[config.mk]
export PLATFORM = sky130hd
export DESIGN_NAME = control_unit_flat
export DESIGN_NICKNAME = d
export VERILOG_FILES = /design/src/rtl/mini_src_pkg.sv /design/src/rtl/control_unit_if.sv /design/src/rtl/control_unit_opcode_decode.sv /design/src/rtl/control_unit.sv /design/src/flat_wrapper.sv
export SDC_FILE = /design/constraint.sdc
export NUM_CORES = 1
export LEC_CHECK = 0
export BUFFER_PORTS_ARGS = -buffer_cell sky130_fd_sc_hd__buf_2
export CAP_MARGIN = 20
export CORE_MARGIN = 5
export CORE_UTILIZATION = 45
export DETAILED_ROUTE_END_ITERATION = 6
export PLACE_DENSITY = 0.95
export SETUP_SLACK_MARGIN = 0.05
export SLEW_MARGIN = 20
export SYNTH_ARGS = -nofsm -noshare
export SYNTH_HDL_FRONTEND = slang
export SYNTH_SLANG_ARGS = --single-unit
export TNS_END_PERCENT = 10
[constraint.sdc]
create_clock -name clk -period 4.6 [get_ports clk]
set_input_delay 0.23 -clock clk [delete_from_list [all_inputs] [get_ports clk]]
set_output_delay 0.23 -clock clk [all_outputs]
set_load 0.01 [all_outputs]
[src/rtl/mini_src_pkg.sv]
// Shared constants for the Mini SRC control sequencer: opcodes, ALU codes,
// step encoding, instruction classes and the control-word layout.
package mini_src_pkg;

  localparam logic [4:0] OP_LD   = 5'b00000;
  localparam logic [4:0] OP_LDI  = 5'b00001;
  localparam logic [4:0] OP_ST   = 5'b00010;
  localparam logic [4:0] OP_ADD  = 5'b00011;
  localparam logic [4:0] OP_SUB  = 5'b00100;
  localparam logic [4:0] OP_AND  = 5'b00101;
  localparam logic [4:0] OP_OR   = 5'b00110;
  localparam logic [4:0] OP_ROR  = 5'b00111;
  localparam logic [4:0] OP_ROL  = 5'b01000;
  localparam logic [4:0] OP_SHR  = 5'b01001;
  localparam logic [4:0] OP_SHRA = 5'b01010;
  localparam logic [4:0] OP_SHL  = 5'b01011;
  localparam logic [4:0] OP_ADDI = 5'b01100;
  localparam logic [4:0] OP_ANDI = 5'b01101;
  localparam logic [4:0] OP_ORI  = 5'b01110;
  localparam logic [4:0] OP_DIV  = 5'b01111;
  localparam logic [4:0] OP_MUL  = 5'b10000;
  localparam logic [4:0] OP_NEG  = 5'b10001;
  localparam logic [4:0] OP_NOT  = 5'b10010;
  localparam logic [4:0] OP_BR   = 5'b10011;
  localparam logic [4:0] OP_JR   = 5'b10100;
  localparam logic [4:0] OP_IN   = 5'b10110;
  localparam logic [4:0] OP_OUT  = 5'b10111;
  localparam logic [4:0] OP_MFHI = 5'b11000;
  localparam logic [4:0] OP_MFLO = 5'b11001;
  localparam logic [4:0] OP_NOP  = 5'b11010;
  localparam logic [4:0] OP_HALT = 5'b11011;

  // Address and PC arithmetic reuse the add operation of the ALU.
  localparam logic [4:0] ALU_ADD = 5'b00011;

  typedef enum logic [3:0] {
    ST_RESET = 4'd0,
    ST_T0    = 4'd1,
    ST_T1    = 4'd2,
    ST_T2    = 4'd3,
    ST_T3    = 4'd4,
    ST_T4    = 4'd5,
    ST_T5    = 4'd6,
    ST_T6    = 4'd7,
    ST_T7    = 4'd8,
    ST_HALT  = 4'd9
  } state_e;

  localparam int NUM_CLS   = 15;
  localparam int CL_LOAD   = 0;
  localparam int CL_LOADI  = 1;
  localparam int CL_STORE  = 2;
  localparam int CL_RALU   = 3;
  localparam int CL_IALU   = 4;
  localparam int CL_UNARY  = 5;
  localparam int CL_MULDIV = 6;
  localparam int CL_BR     = 7;
  localparam int CL_JR     = 8;
  localparam int CL_IN     = 9;
  localparam int CL_OUT    = 10;
  localparam int CL_MFHI   = 11;
  localparam int CL_MFLO   = 12;
  localparam int CL_HALT   = 13;
  localparam int CL_NOP    = 14;

  typedef logic [NUM_CLS-1:0] iclass_t;

  typedef struct packed {
    logic [4:0] alu;
    logic pout, mdr_out, zlo_out, zhi_out, hi_out, lo_out, c_out, inport_out;
    logic p_en, mar_en, mdr_en, ir_en, y_en, z_en, hi_en, lo_en, outport_en;
    logic read, write;
    logic gra, grb, grc, r_in, r_out, ba_out, con_in;
    logic inc_pc, run;
  } ctrl_t;

  // Final execute step of each class; reaching it returns the sequencer to T0.
  function automatic state_e last_step(input iclass_t c);
    if (c[CL_LOAD] || c[CL_STORE])                    return ST_T7;
    else if (c[CL_MULDIV] || c[CL_BR])                return ST_T6;
    else if (c[CL_LOADI] || c[CL_RALU] || c[CL_IALU]) return ST_T5;
    else if (c[CL_UNARY])                             return ST_T4;
    else                                              return ST_T3;
  endfunction

endpackage

[src/rtl/control_unit_if.sv]
// Control bundle between the Mini SRC sequencer (master) and the DataPath (slave).
interface control_unit_if;
  logic [31:0] ir;
  logic        con_ff;
  logic [4:0]  alu_control;
  logic Pout, MDROut, ZLOout, ZHIout, HIout, LOout, Cout, InPortout;
  logic Pen, MARen, MDRen, IRen, Yen, Zen, HIen, LOen, OutPorten;
  logic Read, Write;
  logic Gra, Grb, Grc, Rin, Rout, BAout, ConIn;
  logic IncPC, Run;

  modport master (
    input  ir, con_ff,
    output alu_control,
    output Pout, MDROut, ZLOout, ZHIout, HIout, LOout, Cout, InPortout,
    output Pen, MARen, MDRen, IRen, Yen, Zen, HIen, LOen, OutPorten,
    output Read, Write,
    output Gra, Grb, Grc, Rin, Rout, BAout, ConIn,
    output IncPC, Run
  );

  modport slave (
    output ir, con_ff,
    input  alu_control,
    input  Pout, MDROut, ZLOout, ZHIout, HIout, LOout, Cout, InPortout,
    input  Pen, MARen, MDRen, IRen, Yen, Zen, HIen, LOen, OutPorten,
    input  Read, Write,
    input  Gra, Grb, Grc, Rin, Rout, BAout, ConIn,
    input  IncPC, Run
  );
endinterface

[src/rtl/control_unit_opcode_decode.sv]
// Maps the 5-bit opcode to a one-hot instruction-class vector;
// anything not recognised decodes as NOP.
module opcode_decode
  import mini_src_pkg::*;
(
  input  logic [4:0] opcode_i,
  output iclass_t    class_o
);

  always_comb begin
    class_o = '0;
    case (opcode_i)
      OP_LD:   class_o[CL_LOAD]  = 1'b1;
      OP_LDI:  class_o[CL_LOADI] = 1'b1;
      OP_ST:   class_o[CL_STORE] = 1'b1;
      OP_ADD, OP_SUB, OP_AND, OP_OR, OP_ROR, OP_ROL, OP_SHR, OP_SHRA, OP_SHL:
               class_o[CL_RALU]  = 1'b1;
      OP_ADDI, OP_ANDI, OP_ORI:
               class_o[CL_IALU]  = 1'b1;
      OP_NEG, OP_NOT:
               class_o[CL_UNARY] = 1'b1;
      OP_MUL, OP_DIV:
               class_o[CL_MULDIV] = 1'b1;
      OP_BR:   class_o[CL_BR]    = 1'b1;
      OP_JR:   class_o[CL_JR]    = 1'b1;
      OP_IN:   class_o[CL_IN]    = 1'b1;
      OP_OUT:  class_o[CL_OUT]   = 1'b1;
      OP_MFHI: class_o[CL_MFHI]  = 1'b1;
      OP_MFLO: class_o[CL_MFLO]  = 1'b1;
      OP_HALT: class_o[CL_HALT]  = 1'b1;
      default: class_o[CL_NOP]   = 1'b1;
    endcase
  end

endmodule

[src/rtl/control_unit.sv]
// Hardwired Moore sequencer for Mini SRC: fetch in T0-T2, class-specific execute
// in T3-T7, outputs decoded from the current step and the instruction register.
module control_unit
  import mini_src_pkg::*;
(
  input  logic           clk,
  input  logic           clr,
  control_unit_if.master bus
);

  state_e  state_q, state_d;
  iclass_t cls;
  ctrl_t   ctrl;
  logic [4:0] opcode;

  assign opcode = bus.ir[31:27];

  opcode_decode u_decode (
    .opcode_i (opcode),
    .class_o  (cls)
  );

  always_ff @(posedge clk or negedge clr) begin
    if (!clr) state_q <= ST_RESET;
    else      state_q <= state_d;
  end

  always_comb begin
    state_d = state_q;
    case (state_q)
      ST_RESET: state_d = ST_T0;
      ST_T0:    state_d = ST_T1;
      ST_T1:    state_d = ST_T2;
      ST_T2:    state_d = ST_T3;
      ST_T3, ST_T4, ST_T5, ST_T6, ST_T7: begin
        if (state_q == ST_T3 && cls[CL_HALT]) state_d = ST_HALT;
        else if (state_q == last_step(cls))   state_d = ST_T0;
        else                                  state_d = state_e'(state_q + 4'd1);
      end
      ST_HALT:  state_d = ST_HALT;
      default:  state_d = ST_RESET;
    endcase
  end

  always_comb begin
    ctrl     = '0;
    ctrl.run = (state_q >= ST_T0) && (state_q <= ST_T7);
    case (state_q)
      ST_T0: begin
        ctrl.pout = 1'b1; ctrl.mar_en = 1'b1; ctrl.inc_pc = 1'b1;
        ctrl.z_en = 1'b1; ctrl.alu = ALU_ADD;
      end
      ST_T1: begin
        ctrl.zlo_out = 1'b1; ctrl.p_en = 1'b1; ctrl.read = 1'b1; ctrl.mdr_en = 1'b1;
      end
      ST_T2: begin
        ctrl.mdr_out = 1'b1; ctrl.ir_en = 1'b1;
      end
      ST_T3: begin
        // Memory classes form the effective address from base register + constant.
        if (cls[CL_LOAD] || cls[CL_LOADI] || cls[CL_STORE]) begin
          ctrl.grb = 1'b1; ctrl.ba_out = 1'b1; ctrl.y_en = 1'b1;
        end
        if (cls[CL_RALU] || cls[CL_IALU]) begin
          ctrl.grb = 1'b1; ctrl.r_out = 1'b1; ctrl.y_en = 1'b1;
        end
        if (cls[CL_UNARY]) begin
          ctrl.grb = 1'b1; ctrl.r_out = 1'b1; ctrl.z_en = 1'b1; ctrl.alu = opcode;
        end
        if (cls[CL_MULDIV]) begin
          ctrl.gra = 1'b1; ctrl.r_out = 1'b1; ctrl.y_en = 1'b1;
        end
        if (cls[CL_BR]) begin
          ctrl.gra = 1'b1; ctrl.r_out = 1'b1; ctrl.con_in = 1'b1;
        end
        if (cls[CL_JR]) begin
          ctrl.gra = 1'b1; ctrl.r_out = 1'b1; ctrl.p_en = 1'b1;
        end
        if (cls[CL_IN]) begin
          ctrl.inport_out = 1'b1; ctrl.gra = 1'b1; ctrl.r_in = 1'b1;
        end
        if (cls[CL_OUT]) begin
          ctrl.gra = 1'b1; ctrl.r_out = 1'b1; ctrl.outport_en = 1'b1;
        end
        if (cls[CL_MFHI]) begin
          ctrl.hi_out = 1'b1; ctrl.gra = 1'b1; ctrl.r_in = 1'b1;
        end
        if (cls[CL_MFLO]) begin
          ctrl.lo_out = 1'b1; ctrl.gra = 1'b1; ctrl.r_in = 1'b1;
        end
      end
      ST_T4: begin
        if (cls[CL_LOAD] || cls[CL_LOADI] || cls[CL_STORE]) begin
          ctrl.c_out = 1'b1; ctrl.z_en = 1'b1; ctrl.alu = ALU_ADD;
        end
        if (cls[CL_RALU]) begin
          ctrl.grc = 1'b1; ctrl.r_out = 1'b1; ctrl.z_en = 1'b1; ctrl.alu = opcode;
        end
        if (cls[CL_IALU]) begin
          ctrl.c_out = 1'b1; ctrl.z_en = 1'b1; ctrl.alu = opcode;
        end
        if (cls[CL_UNARY]) begin
          ctrl.zlo_out = 1'b1; ctrl.gra = 1'b1; ctrl.r_in = 1'b1;
        end
        if (cls[CL_MULDIV]) begin
          ctrl.grb = 1'b1; ctrl.r_out = 1'b1; ctrl.z_en = 1'b1; ctrl.alu = opcode;
        end
        if (cls[CL_BR]) begin
          ctrl.pout = 1'b1; ctrl.y_en = 1'b1;
        end
      end
      ST_T5: begin
        if (cls[CL_LOAD] || cls[CL_STORE]) begin
          ctrl.zlo_out = 1'b1; ctrl.mar_en = 1'b1;
        end
        if (cls[CL_LOADI] || cls[CL_RALU] || cls[CL_IALU]) begin
          ctrl.zlo_out = 1'b1; ctrl.gra = 1'b1; ctrl.r_in = 1'b1;
        end
        if (cls[CL_MULDIV]) begin
          ctrl.zlo_out = 1'b1; ctrl.lo_en = 1'b1;
        end
        if (cls[CL_BR]) begin
          ctrl.c_out = 1'b1; ctrl.z_en = 1'b1; ctrl.alu = ALU_ADD;
        end
      end
      ST_T6: begin
        if (cls[CL_LOAD]) begin
          ctrl.read = 1'b1; ctrl.mdr_en = 1'b1;
        end
        // Store loads MDR from the register bus, so Read must stay low here.
        if (cls[CL_STORE]) begin
          ctrl.gra = 1'b1; ctrl.r_out = 1'b1; ctrl.mdr_en = 1'b1;
        end
        if (cls[CL_MULDIV]) begin
          ctrl.zhi_out = 1'b1; ctrl.hi_en = 1'b1;
        end
        if (cls[CL_BR] && bus.con_ff) begin
          ctrl.zlo_out = 1'b1; ctrl.p_en = 1'b1;
        end
      end
      ST_T7: begin
        if (cls[CL_LOAD]) begin
          ctrl.mdr_out = 1'b1; ctrl.gra = 1'b1; ctrl.r_in = 1'b1;
        end
        if (cls[CL_STORE]) ctrl.write = 1'b1;
      end
      default: ;
    endcase
  end

  assign bus.alu_control = ctrl.alu;
  assign bus.Pout        = ctrl.pout;
  assign bus.MDROut      = ctrl.mdr_out;
  assign bus.ZLOout      = ctrl.zlo_out;
  assign bus.ZHIout      = ctrl.zhi_out;
  assign bus.HIout       = ctrl.hi_out;
  assign bus.LOout       = ctrl.lo_out;
  assign bus.Cout        = ctrl.c_out;
  assign bus.InPortout   = ctrl.inport_out;
  assign bus.Pen         = ctrl.p_en;
  assign bus.MARen       = ctrl.mar_en;
  assign bus.MDRen       = ctrl.mdr_en;
  assign bus.IRen        = ctrl.ir_en;
  assign bus.Yen         = ctrl.y_en;
  assign bus.Zen         = ctrl.z_en;
  assign bus.HIen        = ctrl.hi_en;
  assign bus.LOen        = ctrl.lo_en;
  assign bus.OutPorten   = ctrl.outport_en;
  assign bus.Read        = ctrl.read;
  assign bus.Write       = ctrl.write;
  assign bus.Gra         = ctrl.gra;
  assign bus.Grb         = ctrl.grb;
  assign bus.Grc         = ctrl.grc;
  assign bus.Rin         = ctrl.r_in;
  assign bus.Rout        = ctrl.r_out;
  assign bus.BAout       = ctrl.ba_out;
  assign bus.ConIn       = ctrl.con_in;
  assign bus.IncPC       = ctrl.inc_pc;
  assign bus.Run         = ctrl.run;

`ifndef SYNTHESIS
  logic [9:0] bus_drv;
  assign bus_drv = {ctrl.pout, ctrl.mdr_out, ctrl.zlo_out, ctrl.zhi_out, ctrl.hi_out,
                    ctrl.lo_out, ctrl.c_out, ctrl.inport_out, ctrl.r_out, ctrl.ba_out};

  a_single_bus_driver: assert property (@(posedge clk) disable iff (!clr) $onehot0(bus_drv));
  a_no_read_write:     assert property (@(posedge clk) disable iff (!clr) !(ctrl.read && ctrl.write));
`endif

endmodule

[src/flat_wrapper.sv]
// flat-port wrapper written by rule: the top's interface ports become plain ports
module control_unit_flat import mini_src_pkg::*;
  (clk, clr, bus_ir, bus_con_ff, bus_alu_control, bus_Pout, bus_MDROut, bus_ZLOout, bus_ZHIout, bus_HIout, bus_LOout, bus_Cout, bus_InPortout, bus_Pen, bus_MARen, bus_MDRen, bus_IRen, bus_Yen, bus_Zen, bus_HIen, bus_LOen, bus_OutPorten, bus_Read, bus_Write, bus_Gra, bus_Grb, bus_Grc, bus_Rin, bus_Rout, bus_BAout, bus_ConIn, bus_IncPC, bus_Run);
  control_unit_if bus_i ();
  input  logic clk;
  input  logic clr;
  input wire logic [$bits(bus_i.ir)-1:0] bus_ir;
  input wire logic [$bits(bus_i.con_ff)-1:0] bus_con_ff;
  output wire logic [$bits(bus_i.alu_control)-1:0] bus_alu_control;
  output wire logic [$bits(bus_i.Pout)-1:0] bus_Pout;
  output wire logic [$bits(bus_i.MDROut)-1:0] bus_MDROut;
  output wire logic [$bits(bus_i.ZLOout)-1:0] bus_ZLOout;
  output wire logic [$bits(bus_i.ZHIout)-1:0] bus_ZHIout;
  output wire logic [$bits(bus_i.HIout)-1:0] bus_HIout;
  output wire logic [$bits(bus_i.LOout)-1:0] bus_LOout;
  output wire logic [$bits(bus_i.Cout)-1:0] bus_Cout;
  output wire logic [$bits(bus_i.InPortout)-1:0] bus_InPortout;
  output wire logic [$bits(bus_i.Pen)-1:0] bus_Pen;
  output wire logic [$bits(bus_i.MARen)-1:0] bus_MARen;
  output wire logic [$bits(bus_i.MDRen)-1:0] bus_MDRen;
  output wire logic [$bits(bus_i.IRen)-1:0] bus_IRen;
  output wire logic [$bits(bus_i.Yen)-1:0] bus_Yen;
  output wire logic [$bits(bus_i.Zen)-1:0] bus_Zen;
  output wire logic [$bits(bus_i.HIen)-1:0] bus_HIen;
  output wire logic [$bits(bus_i.LOen)-1:0] bus_LOen;
  output wire logic [$bits(bus_i.OutPorten)-1:0] bus_OutPorten;
  output wire logic [$bits(bus_i.Read)-1:0] bus_Read;
  output wire logic [$bits(bus_i.Write)-1:0] bus_Write;
  output wire logic [$bits(bus_i.Gra)-1:0] bus_Gra;
  output wire logic [$bits(bus_i.Grb)-1:0] bus_Grb;
  output wire logic [$bits(bus_i.Grc)-1:0] bus_Grc;
  output wire logic [$bits(bus_i.Rin)-1:0] bus_Rin;
  output wire logic [$bits(bus_i.Rout)-1:0] bus_Rout;
  output wire logic [$bits(bus_i.BAout)-1:0] bus_BAout;
  output wire logic [$bits(bus_i.ConIn)-1:0] bus_ConIn;
  output wire logic [$bits(bus_i.IncPC)-1:0] bus_IncPC;
  output wire logic [$bits(bus_i.Run)-1:0] bus_Run;
  assign bus_i.ir = bus_ir;
  assign bus_i.con_ff = bus_con_ff;
  assign bus_alu_control = bus_i.alu_control;
  assign bus_Pout = bus_i.Pout;
  assign bus_MDROut = bus_i.MDROut;
  assign bus_ZLOout = bus_i.ZLOout;
  assign bus_ZHIout = bus_i.ZHIout;
  assign bus_HIout = bus_i.HIout;
  assign bus_LOout = bus_i.LOout;
  assign bus_Cout = bus_i.Cout;
  assign bus_InPortout = bus_i.InPortout;
  assign bus_Pen = bus_i.Pen;
  assign bus_MARen = bus_i.MARen;
  assign bus_MDRen = bus_i.MDRen;
  assign bus_IRen = bus_i.IRen;
  assign bus_Yen = bus_i.Yen;
  assign bus_Zen = bus_i.Zen;
  assign bus_HIen = bus_i.HIen;
  assign bus_LOen = bus_i.LOen;
  assign bus_OutPorten = bus_i.OutPorten;
  assign bus_Read = bus_i.Read;
  assign bus_Write = bus_i.Write;
  assign bus_Gra = bus_i.Gra;
  assign bus_Grb = bus_i.Grb;
  assign bus_Grc = bus_i.Grc;
  assign bus_Rin = bus_i.Rin;
  assign bus_Rout = bus_i.Rout;
  assign bus_BAout = bus_i.BAout;
  assign bus_ConIn = bus_i.ConIn;
  assign bus_IncPC = bus_i.IncPC;
  assign bus_Run = bus_i.Run;
  control_unit u_core (.clk(clk), .clr(clr), .bus(bus_i));
endmodule
==> reports/metrics.csv, run 1 <==
metric;value;unit
Finished Cell Area;0.00119;mm2
TritonRoute pass-1 iters;6;
final wirelength;2920;um
wl on met1;1350;um
CP max stage cell;dfrtp_1;
Post-Synthesis Cells;164;
# IOs;68;
All-Layer GR Usage;0.174;
Top Family by Delay on Critical Path;simple AND/OR/NAND/NOR gates;
largest cells by area after synthesis;dfrtp_1 (10%), nand2_1 (9.7%), nor2_1 (7.5%);
Arr. time, crit path;2280;ps
post-CTS sizing;0;
post-synth net total;204;
gr ovfl total;0;
hold bufs inserted after CTS;1;
Synth Area per Inst;6.10;um2
endpoint type of the worst setup path;primary output;
unrepaired setup endpoints after global routing;no;
endpoints failing hold;0;
fin nets;237;
Ys Warns;0;
status;completed;
vias per cell;5.55;
maxcap violations;0;
EDFF count, synth;0;
DP Area;0.00116;mm2
CTS tree;built;
CTS H-tree lvls;1;
Final Cycle Share;0.547;
first-pass GRT wire length;4710;um
GPL Wtd Cong;0.922;
clk_lat worst skew;230;ps
Largest regs;u_core.state_q x4;
num rows;17;
Root Driver;clkbuf_4;
top cell type's share of synthesized area;0.100;
startpoint class of the critical path;flop;
max reg flops;4;
Worst Hold Class;in -> async;
asr flop ratio synth;1.00;
count of state elements after synthesis;4;
diode count;0;
Leak;0.583;nW
WL met3;261;um
Max clock buf depth;2;
mapped cell area;0.00100;mm2
Num CTS Buffers;3;
P&R area growth vs syn;19.1;%
Die X;57.2;um
Period minus WS final;2510;ps
FILL cells;234;
Slew @ Worst Pin;493;ps
critical path cell sequence;nor2b_1 -> nand2_1 -> o31ai_1 -> a21oi_1 -> nand2_1 -> buf_2;
Max Transition Viols Final;0;
vias in the first global route;1100;
Initial Utilization;0.461;
area leader, netlist;dfrtp_1;
Post CTS Setup Buffer Count;0;
critical path peak fanout;12;
via count;1238;
Netlist cell types;43;
top layer in use;met4;
DR WL/cell;13.1;um
Final ANT Viol Nets;0;
met2 WL;1280;um
R2R setup slack;2680;ps
Crit Path Class;reg -> out;
dominant synthesized flop cell;dfrtp_1;
Seq/Total Area, Yosys;0.100;
Core ar.;0.00217;mm2
Reg with most FFs;u_core.state_q;
layout cells sized above 1;0.251;
worst vdd ir;0.000296;V
CP most frequent cell;nand2_1;
power density over the cells;392;mW/mm2
largest net degree at the start of global routing;22;
DRT iter0 DRCs;65;
Residual DRC;0;
Port Buffers;40;
Critical path buffers and inverters;1;
Worst-path clk slew;40;ps
Layout Skew;1.62;ps
Die Y-Extent;57.2;um
die area;0.00327;mm2
delay of the slowest critical-path stage;530;ps
CTS sink cnt;4;
Final HPWL DP;2260;um
achievable frequency;398;MHz
post-route setup TNS;0;ps
worst endpoint required time;4370;ps
Relative slew margins;0.670;
initial antenna violation count;0;
final setup vio count;0;
-- logic make-up (layout without fill, tap and decap cells) --
group,count (synthesis),after routing,share of synthesized area
compound gates,44,44,0.278
xor+xnor,4,4,0.0350
fa+ha+maj,5,5,0.0625
buf+inv,21,52,0.106
flops,4,4,0.100
mux,1,1,0.0100
simple gates,85,85,0.409
-- synth_stat cells, drive strengths merged, types with 4 or more instances --
cell type	instances
buf	7
inv	8
o31ai	4
ha	5
nor2b	4
a21oi	10
nor2	21
clkbuf	6
nand2	27
dfrtp	4
or2	4
nor3	7
nand3	7
o21ai	13
o22ai	6
-- routing by layer --
| metal | vias up | track usage |
|---|---|---|
| met1 | 541 | 0.252 |
| met3 | 2 | 0.0407 |
| li1 | 636 | - |
| met5 | - | 0 |
| met4 | 0 | 0.0430 |
| met2 | 59 | 0.258 |
-- layout by cell type, fill, tap and decap left out, drive strengths merged, types with 5 or more instances in the layout --
| cell | netlist | final |
|---|---|---|
| a21oi | 10 | 10 |
| buf | 7 | 40 |
| ha | 5 | 5 |
| inv | 8 | 8 |
| nand2 | 27 | 27 |
| nand3 | 7 | 7 |
| nor2 | 21 | 21 |
| nor3 | 7 | 7 |
| o21ai | 13 | 13 |
| o22ai | 6 | 6 |
-- stage by stage --
step | setup slack (ps) | hold slack, ps | utilization | total power, mW | std cells
floorplan | 2780 | -65.6 | - | 0.312 | 164
global placement | 2450 | 34.4 | 0.535 | 0.409 | 219
detailed placement | 2390 | 37.4 | 0.535 | 0.419 | 219
CTS | 2130 | 320 | 0.550 | 0.468 | 223
global route | 1850 | 343 | 0.550 | 0.515 | 223
finish | 2090 | 327 | 0.550 | 0.467 | 223
-- worst paths after layout --
| kind | startpoint | endpoint | cells past startpoint |
|---|---|---|---|
| hold reg to reg | u_core.state_q[0] | u_core.state_q[0] | 2 |
| setup reg to reg | u_core.state_q[2] | u_core.state_q[0] | 5 |
| min in group clk | bus_ir[31] | u_core.state_q[3] | 4 |
| max in group asynchronous | clr | u_core.state_q[2] | 2 |
| hold / removal | clr | u_core.state_q[0] | 2 |
| setup / recovery | u_core.state_q[2] | bus_alu_control[0] | 6 |
-- final cells by class --
type / count / area, um2 / share of cell area
clock buffer: 3 / 22.5 / 0.0189
inverter: 8 / 30.0 / 0.0252
multi-input combinational: 139 / 795 / 0.666
sequential: 4 / 100 / 0.0839
tap: 28 / 35.0 / 0.0294
timing repair buffer: 41 / 210 / 0.176
-- where the power goes --
group	switching (mW)	internal (mW)
clock	0.0140	0.0292
combinational	0.214	0.140
sequential	0.0230	0.0479
total	0.251	0.217
Power figures use the tool's default switching activity.
==> run 2: changes to the inputs <==
CORE_UTILIZATION = 42   (was 45)
PLACE_DENSITY = 0.9   (was 0.95)
clock period = 2.4 ns   (was 4.6 ns; I/O delays follow)
==> run 2 against run 1 <==
Global-route usage is 0.75 points higher. Total power grew 97%. Cell count grew 1.8%. Combinational power increased by 100%. Register-to-register slack lost 2100 ps. Non-clock buffer count grew 4. Sequential power is 76% higher. Final area up 2.8%. Die area up 5.9%. Clock-buffer cell count unchanged. Utilization fell by 0.58 points. Critical endpoint is now bus_alu_control[4]. Largest cell class unchanged.
==> reports/metrics.csv, run 2 (same netlist as run 1, synthesis figures left out) <==
metric;value;unit
status;completed;
Clk pwr share;0.095;
CTS H-tree lvls;1;
largest net degree at the start of global routing;22;
achievable frequency;452;MHz
gr ovfl total;0;
unrepaired setup endpoints after global routing;yes;
CP max stage cell;dfrtp_1;
CTS tree;built;
All-Layer GR Usage;0.181;
delay of the slowest critical-path stage;400;ps
Slew @ Worst Pin;376;ps
DP Area;0.00119;mm2
Core ar.;0.00225;mm2
post-route setup TNS;0;ps
final core area utilization;0.544;
sw power;0.492;mW
Worst Hold Class;in -> async;
Max Transition Viols Final;0;
diode count;0;
total power;0.923;mW
Power Internal;0.431;mW
Initial Utilization;0.444;
first-pass GRT wire length;5070;um
fin cells;227;
endpoints failing hold;0;
total stage count of the critical path;8;
commonest non-fill, non-tap cell in the layout;buf_2;
Port Buffers;40;
Critical path buffers and inverters;2;
final worst slack;186;ps
Reg power frac;0.136;
Max clock buf depth;2;
most frequent cells in the layout;buf_2 (40), nand2_1 (26), nor2_1 (20);
maxcap violations;0;
max reg flops;4;
final wirelength;3060;um
Inst Count DP;223;
die area;0.00346;mm2
# IOs;68;
Arr. time, crit path;2090;ps
Final HPWL DP;2360;um
final setup vio count;0;
via count;1278;
DR WL/cell;13.5;um
Layout Skew;7.50;ps
Fin Hold WS;204;ps
GPL Wtd Cong;0.945;
P&R area growth vs syn;22.5;%
power density over the cells;752;mW/mm2
Period minus WS final;2210;ps
logic gate share of total power;0.769;
Root Driver;clkbuf_4;
Setup WS pre-CTS;460;ps
worst vdd ir;0.000517;V
Worst-path clk slew;40;ps
Num CTS Buffers;3;
Residual DRC;0;
DRT iter0 DRCs;61;
critical path peak fanout;12;
Crit Path Class;reg -> out;
endpoint type of the worst setup path;primary output;
fin nets;241;
Finished Cell Area;0.00123;mm2
initial antenna violation count;0;
worst endpoint required time;2280;ps
Largest regs;u_core.state_q x4;
switching share of power;0.533;
startpoint class of the critical path;flop;
Final ANT Viol Nets;0;
Die X;58.8;um
vias in the first global route;1123;
vias per cell;5.63;
Leak;0.602;nW
Relative slew margins;0.749;
num rows;17;
Reg with most FFs;u_core.state_q;
worst r2r path cells;6;
CTS sink cnt;4;
critical path cell sequence;inv_1 -> ha_1 -> nand2_1 -> nor2_1 -> a21oi_1 -> o22ai_1 -> nor2b_1 -> buf_2;
Post CTS Setup Buffer Count;0;
TritonRoute pass-1 iters;4;
Die Y-Extent;58.8;um
Worst Setup SP;u_core.state_q[1];
Reg-to-Reg Start;u_core.state_q[0];
layout cells sized above 1;0.271;
Top Family by Delay on Critical Path;simple AND/OR/NAND/NOR gates;
Final Cycle Share;0.923;
clk_lat worst skew;250;ps
## run 2: cell type report
type	count	area, um2
Clock buffer	3	22.5
Fill cell	252	1030
Inverter	8	30.0
Multi-Input combinational cell	139	798
Sequential cell	4	100
Tap cell	28	35.0
Timing Repair Buffer	45	240
## run 2: worst reg2reg max path, cell delays in order, from the launching register on
cell       delay (ps)
dfrtp_1           460
inv_1             160
ha_1              270
nand4_1           220
or2_2             350
nand3_1           100
a2bb2oi_1         160
## run 2: path summary, 6_finish.rpt
kind / endpoint / slack, ps
max: bus_alu_control[4] / 190
min: u_core.state_q[3] / 200
max reg2reg: u_core.state_q[0] / 600
min reg2reg: u_core.state_q[2] / 750
max in group asynchronous: u_core.state_q[2] / 2070
min in group clk: u_core.state_q[3] / 570
## run 2: repair_timing
action | CTS | global route
setup endpoints to repair | 0 | 5
endpoints found under the hold margin | 4 | 0
hold buffers | 1 | 0
resized for setup | 0 | 2
## run 2: power by group through the flow
stage / Clock (mW) / Sequential, mW / Combinational, mW
3_5_place_dp: 0 / 0.125 / 0.699
6_report: 0.0875 / 0.125 / 0.710
4_1_cts: 0.0899 / 0.124 / 0.704
5_1_grt: 0.0958 / 0.130 / 0.797
3_3_place_gp: 0 / 0.125 / 0.676
2_1_floorplan: 0 / 0.115 / 0.483
## run 2: layer usage
| layer | global-route usage | share of wire | up-vias |
|---|---|---|---|
| li1 | - | - | 645 |
| met1 | 0.261 | 0.44 | 560 |
| met2 | 0.287 | 0.45 | 70 |
| met3 | 0.0263 | 0.10 | 3 |
| met4 | 0.0324 | 0.0046 | 0 |
| met5 | 0 | 0 | - |
==> run 3: changes to the inputs <==
BUFFER_PORTS_ARGS = -buffer_cell sky130_fd_sc_hd__buf_4   (was -buffer_cell sky130_fd_sc_hd__buf_2)
==> run 3 against run 2 <==
Die area unchanged. Sequential cell count unchanged. First-iteration DRC count down 16%. Highest routed layer unchanged. Combinational power up 9.4%. Sequential power about the same.
==> reports/metrics.csv, run 3 (same netlist as run 1, synthesis figures left out) <==
metric;value;unit
CTS tree;built;
Reg-to-Reg Start;u_core.state_q[0];
Die X;58.8;um
Post CTS Setup Buffer Count;0;
Arr. time, crit path;2030;ps
Initial Utilization;0.444;
via count;1259;
post-route setup TNS;0;ps
final setup vio count;0;
critical path cell sequence;inv_1 -> ha_2 -> nand2_1 -> a2111oi_1 -> nor2_1 -> o21ai_0 -> buf_4;
Worst Hold Class;in -> async;
R2R setup slack;560;ps
Setup WS pre-CTS;410;ps
Fin Hold WS;235;ps
max reg flops;4;
R2R Path End;u_core.state_q[0];
Port Buffers;40;
Worst-path clk slew;40;ps
gr ovfl total;0;
worst r2r path cells;6;
total power;0.986;mW
Max Transition Viols Final;0;
CTS H-tree lvls;1;
num rows;17;
Storage cell area;100;um2
FILL cells;228;
worst endpoint required time;2280;ps
Multi-input gate area;803;um2
Final Cycle Share;0.898;
die area;0.00346;mm2
commonest non-fill, non-tap cell in the layout;buf_4;
Core ar.;0.00225;mm2
vias per cell;5.60;
endpoints failing hold;0;
Relative slew margins;0.764;
unrepaired setup endpoints after global routing;yes;
fin cells;225;
achievable frequency;464;MHz
Leak;0.602;nW
Reg with most FFs;u_core.state_q;
fin nets;239;
Top Family by Delay on Critical Path;compound AO/OA/AOI/OAI gates;
CP max stage cell;dfrtp_1;
Residual DRC;0;
maxcap violations;0;
Die Y-Extent;58.8;um
TritonRoute pass-1 iters;4;
Final ANT Viol Nets;0;
final wirelength;2980;um
Layout Skew;2.89;ps
final core area utilization;0.584;
GPL Wtd Cong;0.922;
startpoint class of the critical path;flop;
CTS sink cnt;4;
Period minus WS final;2150;ps
Largest regs;u_core.state_q x4;
final worst slack;246;ps
worst vdd ir;0.000558;V
endpoint type of the worst setup path;primary output;
diode count;0;
# IOs;68;
P&R area growth vs syn;31.5;%
All-Layer GR Usage;0.173;
critical path peak fanout;8;
delay of the slowest critical-path stage;470;ps
Root Driver;clkbuf_4;
Crit Path Class;reg -> out;
Finished Cell Area;0.00132;mm2
Final HPWL DP;2330;um
most frequent cells in the layout;buf_4 (42), nand2_1 (25), nor2_1 (20);
status;completed;
DP Area;0.00127;mm2
largest net degree at the start of global routing;22;
DRT iter0 DRCs;51;
initial antenna violation count;0;
layout cells sized above 1;0.274;
first-pass GRT wire length;4960;um
Num CTS Buffers;3;
DR WL/cell;13.3;um
clk_lat worst skew;230;ps
Max clock buf depth;2;
power density over the cells;749;mW/mm2
Critical path buffers and inverters;2;
Inst Count DP;221;
Slew @ Worst Pin;351;ps
vias in the first global route;1153;
run 3: cell types whose count changed in the layout (fill, tap and decap cells not counted):
cell / change
buf_2: -40
nand2_2: +1
nand2_1: -1
nor2b_2: +1
buf_4: +38
nor2b_1: -1
run 3: metal layers:
layer / track usage / vias to the layer above / wire length [um]
li1: - / 642 / -
met1: 0.257 / 550 / 1390
met2: 0.265 / 63 / 1300
met3: 0.0241 / 4 / 259
met4: 0.0324 / 0 / 34
met5: 0 / - / 0
run 3: worst max path at each step:
stage                       from                  to  slack, ps  cells after the start
2_1_floorplan  u_core.state_q[3]  bus_alu_control[0]        690                      8
3_3_place_gp   u_core.state_q[3]  bus_alu_control[4]        410                      7
3_5_place_dp   u_core.state_q[3]  bus_alu_control[4]        410                      7
4_1_cts        u_core.state_q[0]             bus_Rin        150                      7
5_1_grt        u_core.state_q[0]             bus_Rin         30                      7
6_report       u_core.state_q[0]             bus_Rin        250                      7
run 3: final cells by class:
| type | count | share of cell area |
|---|---|---|
| multi-input combinational | 139 | 0.610 |
| sequential | 4 | 0.0760 |
| inverter | 8 | 0.0228 |
| tap | 28 | 0.0266 |
| clock buffer | 3 | 0.0171 |
| timing repair buffer | 43 | 0.247 |
run 3: worst register-to-register path: stages (launching register included):
cell and delay [ps]:
dfrtp_1 470, inv_1 170, ha_1 270, nand4_1 220, or2_2 350, nand3_1 90
a2bb2oi_1 180
run 3: where the power goes:
part,switching (mW),internal (mW),leakage [nW]
clock network,0.0254,0.0558,0.0138
logic,0.430,0.347,0.537
registers,0.0349,0.0919,0.0517
run 3: what timing repair did:
item | CTS | global route
hold buffers | 1 | 0
gates resized for setup | 0 | 4
endpoints found under the setup margin | 0 | 5
hold endpoints to repair | 4 | 0
